--- src/rtl/instr_fetch_pkg.sv ---
// Shared constants, opcode helpers and FSM state type for the instruction fetch unit.
package instr_fetch_pkg;

  localparam int          INSTR_W  = 16;
  localparam int          OPCODE_W = 4;
  localparam logic [3:0]  OP_NOP   = 4'h0;
  localparam logic [3:0]  OP_HALT  = 4'hF;
  localparam logic [15:0] NOP_WORD = 16'h0000;

  typedef enum logic [1:0] {
    IDLE,
    FETCH,
    DRAIN,
    HALTED
  } fetch_state_t;

  function automatic logic is_halt(input logic [INSTR_W-1:0] word);
    return word[INSTR_W-1 -: OPCODE_W] == OP_HALT;
  endfunction

endpackage

--- src/rtl/instr_fetch_unit_fifo.sv ---
// Synchronous FIFO for fetched instruction words, with a synchronous flush.
module instr_fifo
  import instr_fetch_pkg::*;
#(
  parameter int WIDTH = INSTR_W,
  parameter int DEPTH = 4
) (
  input  logic                   clk,
  input  logic                   rst,
  input  logic                   clear,
  input  logic                   push,
  input  logic                   pop,
  input  logic [WIDTH-1:0]       wdata,
  output logic [WIDTH-1:0]       rdata,
  output logic [$clog2(DEPTH):0] count,
  output logic                   empty,
  output logic                   full
);

  localparam int PTR_W = $clog2(DEPTH);

  logic [WIDTH-1:0] mem_q [DEPTH];
  logic [PTR_W-1:0] wr_ptr_q, wr_ptr_d;
  logic [PTR_W-1:0] rd_ptr_q, rd_ptr_d;
  logic [PTR_W:0]   count_q, count_d;
  logic             wr_en, rd_en;

  assign count = count_q;
  assign empty = (count_q == '0);
  assign full  = (count_q == (PTR_W+1)'(DEPTH));
  assign rdata = mem_q[rd_ptr_q];

  // NOTE: every variable gets a default at the top of always_comb so no path can infer a latch.
  always_comb begin
    wr_en    = push && !full && !clear;
    rd_en    = pop && !empty && !clear;
    wr_ptr_d = wr_ptr_q;
    rd_ptr_d = rd_ptr_q;
    count_d  = count_q;
    if (clear) begin
      wr_ptr_d = '0;
      rd_ptr_d = '0;
      count_d  = '0;
    end else begin
      if (wr_en) wr_ptr_d = wr_ptr_q + PTR_W'(1);
      if (rd_en) rd_ptr_d = rd_ptr_q + PTR_W'(1);
      case ({wr_en, rd_en})
        2'b10:   count_d = count_q + (PTR_W+1)'(1);
        2'b01:   count_d = count_q - (PTR_W+1)'(1);
        default: count_d = count_q;
      endcase
    end
  end

  // NOTE: sequential state uses non-blocking assignments so all flops update together.
  always_ff @(posedge clk or posedge rst) begin
    if (rst) begin
      wr_ptr_q <= '0;
      rd_ptr_q <= '0;
      count_q  <= '0;
    end else begin
      wr_ptr_q <= wr_ptr_d;
      rd_ptr_q <= rd_ptr_d;
      count_q  <= count_d;
    end
  end

  // NOTE: storage is not reset; the pointers and count alone decide which entries are valid.
  always_ff @(posedge clk) begin
    if (wr_en) mem_q[wr_ptr_q] <= wdata;
  end

endmodule

--- src/rtl/instr_fetch_unit.sv ---
// Instruction fetch unit: pc, credit-limited memory requests, response filtering at HALT,
// and an instruction FIFO presented to the processor with NOP fill when empty.
module instr_fetch_unit
  import instr_fetch_pkg::*;
#(
  parameter int ADDR_W = 8,
  parameter int DEPTH  = 4
) (
  input  logic               clk,
  input  logic               rst,
  input  logic               start,
  input  logic [ADDR_W-1:0]  start_pc,
  output logic               req_valid,
  input  logic               req_ready,
  output logic [ADDR_W-1:0]  req_addr,
  input  logic               rsp_valid,
  input  logic [INSTR_W-1:0] rsp_data,
  output logic [INSTR_W-1:0] instruction,
  output logic               instr_valid,
  input  logic               instr_ready,
  output logic               busy,
  output logic               halted,
  output logic [ADDR_W-1:0]  pc
);

  localparam int             CNT_W        = $clog2(DEPTH) + 1;
  localparam logic [CNT_W:0] CREDIT_LIMIT = (CNT_W+1)'(DEPTH);

  fetch_state_t      state_q, state_d;
  logic [ADDR_W-1:0] pc_q, pc_d;
  logic [CNT_W-1:0]  out_q, out_d;

  logic [INSTR_W-1:0] fifo_rdata;
  logic [CNT_W-1:0]   fifo_count;
  logic               fifo_empty, fifo_full;
  logic               fifo_push, fifo_pop, fifo_clear;

  logic [CNT_W:0] credits_used;
  logic           req_fire, rsp_accept, rsp_is_halt;

  // Buffered words plus in-flight requests may never exceed the FIFO depth,
  // so every accepted response is guaranteed a free slot.
  assign credits_used = {1'b0, fifo_count} + {1'b0, out_q};
  assign req_valid    = (state_q == FETCH) && (credits_used < CREDIT_LIMIT) && !fifo_full;
  assign req_addr     = pc_q;
  assign pc           = pc_q;
  assign req_fire     = req_valid && req_ready;

  // A response with nothing outstanding is stale (e.g. issued before a reset) and is dropped.
  assign rsp_accept  = rsp_valid && (out_q != '0);
  assign rsp_is_halt = is_halt(rsp_data);
  assign fifo_push   = rsp_accept && (state_q == FETCH) && !rsp_is_halt;
  assign fifo_pop    = instr_valid && instr_ready;

  assign instr_valid = !fifo_empty;
  assign instruction = instr_valid ? fifo_rdata : NOP_WORD;
  assign busy        = (state_q == FETCH) || (state_q == DRAIN);
  assign halted      = (state_q == HALTED);

  always_comb begin
    state_d    = state_q;
    pc_d       = pc_q;
    fifo_clear = 1'b0;
    case (state_q)
      IDLE, HALTED: begin
        if (start) begin
          state_d    = FETCH;
          pc_d       = start_pc;
          fifo_clear = 1'b1;
        end
      end
      FETCH: begin
        if (req_fire) pc_d = pc_q + ADDR_W'(1);
        if (rsp_accept && rsp_is_halt) state_d = DRAIN;
      end
      DRAIN: begin
        // Words fetched past the HALT are swallowed here; buffered ones still drain out.
        if ((out_q == '0) && fifo_empty) state_d = HALTED;
      end
      default: state_d = IDLE;
    endcase
  end

  always_comb begin
    out_d = out_q;
    case ({req_fire, rsp_accept})
      2'b10:   out_d = out_q + CNT_W'(1);
      2'b01:   out_d = out_q - CNT_W'(1);
      default: out_d = out_q;
    endcase
  end

  always_ff @(posedge clk or posedge rst) begin
    if (rst) begin
      state_q <= IDLE;
      pc_q    <= '0;
      out_q   <= '0;
    end else begin
      state_q <= state_d;
      pc_q    <= pc_d;
      out_q   <= out_d;
    end
  end

  instr_fifo #(
    .WIDTH(INSTR_W),
    .DEPTH(DEPTH)
  ) u_fifo (
    .clk  (clk),
    .rst  (rst),
    .clear(fifo_clear),
    .push (fifo_push),
    .pop  (fifo_pop),
    .wdata(rsp_data),
    .rdata(fifo_rdata),
    .count(fifo_count),
    .empty(fifo_empty),
    .full (fifo_full)
  );

endmodule

--- config.mk ---
export PLATFORM = sky130hd
export DESIGN_NAME = instr_fetch_unit
export DESIGN_NICKNAME = d
export VERILOG_FILES = /design/src/rtl/instr_fetch_pkg.sv /design/src/rtl/instr_fetch_unit_fifo.sv /design/src/rtl/instr_fetch_unit.sv
export SDC_FILE = /design/constraint.sdc
export NUM_CORES = 1
export LEC_CHECK = 0
export ABC_AREA = 0
export ABC_CLOCK_PERIOD_IN_PS = 2600
export CAP_MARGIN = 30
export CORE_MARGIN = 1.5
export CORE_UTILIZATION = 53
export DETAILED_ROUTE_END_ITERATION = 10
export PLACE_DENSITY = 0.88
export SLEW_MARGIN = 20
export SYNTH_ARGS = -nofsm -noshare
export SYNTH_HDL_FRONTEND = slang
export SYNTH_SLANG_ARGS = --single-unit
--- constraint.sdc ---
create_clock -name clk -period 2.6 [get_ports clk]
set_clock_uncertainty 0.05 [all_clocks]
set_input_delay 0.78 -clock clk [delete_from_list [all_inputs] [get_ports clk]]
set_output_delay 0.78 -clock clk [all_outputs]
set_load 0.005 [all_outputs]
==> flow_summary.ini <==
[status]
status = finished, violations left
violations = setup timing

[detailed_routing]
vias_per_cell = 5.53
drc = 0
drt_first_pass_iters = 4
drtIter0Drc = 180
wl_per_cell_um = 17.9
vias = 2504
ant_nets = 0
drt-total-wl_mm = 8.10

[power_and_ir_drop]
seqPwrFrac_pct = 32.7
p_per_area_nw_per_um2 = 1100
leakage_uw = 0.00198
ir_drop_mv = 0.515
p_int_uw = 3780
total_power_uw = 5710
p_switching_uw = 1930
swShare_pct = 33.8
power_frac_comb_pct = 51.7
pwr-share-clk_pct = 15.6

[worst_setup_path]
worst-path-buf-inv = 3
cp_slowest_stage_delay_ps = 510
rrSetupSlack_ps = 180
cp.required_ps = 1770
crit_fanout = 5
endpoint_kind = output port
crit_top_cell = buf_6
critical_path_class = reg2out
crit_path_top_delay_cell = mux4_2
cp.arrival_ps = 1850
cp-start-kind = flip-flop
crit_chain = buf_6 -> buf_6 -> mux4_2 -> and2_4 -> buf_6
path_delay_family = multiplexers

[sta]
period_share_pct = 103
whs_ps = 471
setup_violations = 13
tns_ps = -485
max_freq_mhz = 373
worst_slew_pin_slew_ps = 532
setup_slack_ps = -80.6
slew_viol_final = 0
max_slew_margin_pct = 64.5
rsz0062_at_grt = yes
hold_violations = 0
fin_crit_ps = 2680

[clock_network]
cts.path.max_buffers = 2
cts_tree = yes
cts_sinks = 84
cts_max_level = 3
clk_pin_slew_ps = 90
hold_buffers = 0
cts-buffers-inserted = 9
root_buffer = clkbuf_8
clk_latency_ps = 360

[die]
rows = 30
die_h_um = 88.3
core_area_sq_um = 6910
dieArea_sq_um = 7800
die_w_um = 88.3
ioPinCount = 66
start_util_pct = 55.9

[global_routing]
track_usage_pct = 22.5
grt_pass1_wl_mm = 12.8
antenna_found_initial = 0
grt_max_degree = 25
grt_overflow = 0
grt_pass1_vias = 2568

[synth]
netlist_area_sq_um = 3860
ys_warn_count = 0
syn_inst = 257
syn_nets = 300
synth_cell_type_count = 43
synth.ff_latch_count = 84
yosysSeqAreaShare_pct = 62.8
postSynthAreaPerCell_sq_um = 15.0

[worst_hold_path]
min_path_type = reg2reg

[cells_and_area]
final_cell_mix = edfxtp_1, clkdlybuf4s50_1, buf_6, buf_4, dfrtp_1
diodes = 0
areaGrowthSynthToFinish_pct = 34.1
final_common_cell = edfxtp_1
drive_gt1_share_pct = 30.8
final_nets = 395
design_area_sq_um = 5170

[run]
cap_viol_max_count = 0

[placement]
gp_congestion = 0.792
hpwl_mm = 5.17
port_buffers = 65
dpl_cell_area_sq_um = 4730
==> sequential cells by signal, indices dropped and copies added, names as in the netlist <==
signal	flops
u_fifo.rd_ptr_q	2
u_fifo.mem_q	64
out_q	3
u_fifo.count	3
u_fifo.wr_ptr_q	2
pc	8
state_q	2
==> final timing paths <==
kind | from | endpoint | cells past startpoint
worst max-delay path | u_fifo.rd_ptr_q[0] | instruction[4] | 5
worst min-delay path | out_q[2] | out_q[2] | 1
worst max register to register | state_q[1] | u_fifo.count[2] | 9
worst min register to register | out_q[2] | out_q[2] | 1
max in group asynchronous | rst | u_fifo.rd_ptr_q[0] | 3
min in group asynchronous | rst | pc[5] | 3
==> worst register-to-register path: cells and delay by family (launching register included) <==
family          cells  cell delay [ps]
compound gates      1              300
buf+inv             2              360
flops               1              440
simple gates        4              550
fa+ha+maj           2              600
==> cell type report <==
type	instances	area, sq um
Inverter	13	48.8
Clock inverter	7	70.1
Sequential cell	84	2420
Fill cell	407	1730
Clock buffer	9	124
Multi-Input combinational cell	140	1330
Tap cell	96	120
Timing Repair Buffer	104	1060
==> cell usage after synthesis <==
library cell,count,area [sq um]
a21oi_1,7,35.0
o22a_1,7,61.3
o21ai_1,1,5.00
nor4_1,1,6.26
nor3b_1,2,15.0
a31oi_1,2,12.5
nand4b_1,1,8.76
o31a_1,1,8.76
xor2_4,1,27.5
a221oi_1,1,8.76
nor2_1,13,48.8
and4bb_1,1,12.5
nand2_2,1,6.26
o22ai_1,1,6.26
inv_1,13,48.8
buf_2,3,15.0
nor3_1,3,15.0
mux2i_1,6,60.1
nand3b_1,2,15.0
clkbuf_1,7,26.3
o311a_1,1,10.0
edfxtp_1,64,1920
buf_6,1,11.3
xor2_1,4,35.0
nand4_1,1,6.26
nand2b_1,2,12.5
and2_1,21,131
dfrtp_1,20,500
or3_1,1,6.26
nand2_1,6,22.5
o31ai_1,1,7.51
mux4_2,16,360
xnor2_1,3,26.3
ha_1,11,138
nand3_1,9,45.0
or3_4,1,11.3
buf_4,9,67.6
nor2b_1,1,6.26
fa_1,2,40.0
o21ai_0,4,20.0
and3_1,3,18.8
o21a_1,1,7.51
nand4bb_1,1,11.3
==> power by group through the flow <==
stage	sequential, uW	combinational, uW	clock [uW]
floorplan	1850	1430	0
global placement	1860	2370	0
detailed placement	1880	2470	0
CTS	1860	2780	900
global route	1890	3210	961
finish	1860	2950	892
==> layer usage <==
| layer | routed length [um] | GRT usage (%) | vias up |
|---|---|---|---|
| met5 | 0 | 0 | - |
| met4 | 178 | 10.8 | 0 |
| met3 | 294 | 4.01 | 18 |
| met2 | 4310 | 38.0 | 70 |
| met1 | 3310 | 28.5 | 1270 |
| li1 | - | - | 1146 |
==> timing repair <==
action / CTS / global route
pin swaps: 17 / 1
endpoints found under the setup margin: 19 / 19
gates resized for setup: 102 / 14
cloned: 1 / 0
setup buffers: 16 / 1
==> cells by family after synthesis <==
logic type      after synthesis  synth area share [%]
compound gates               27                  4.73
simple gates                 70                  10.3
mux                          22                  10.9
buf+inv                      33                  4.38
flops                        84                  62.8
xor+xnor                      8                  2.30
fa+ha+maj                    13                  4.60
==> per-stage QoR <==
step	instances	setup WS, ps	utilization, %
2_1_floorplan	257	314	-
3_3_place_gp	419	-75.5	68.5
3_5_place_dp	419	-196	68.5
4_1_cts	452	-84.7	74.0
5_1_grt	453	-124	74.9
6_report	453	-80.6	74.9
Power figures use the tool's default switching activity.
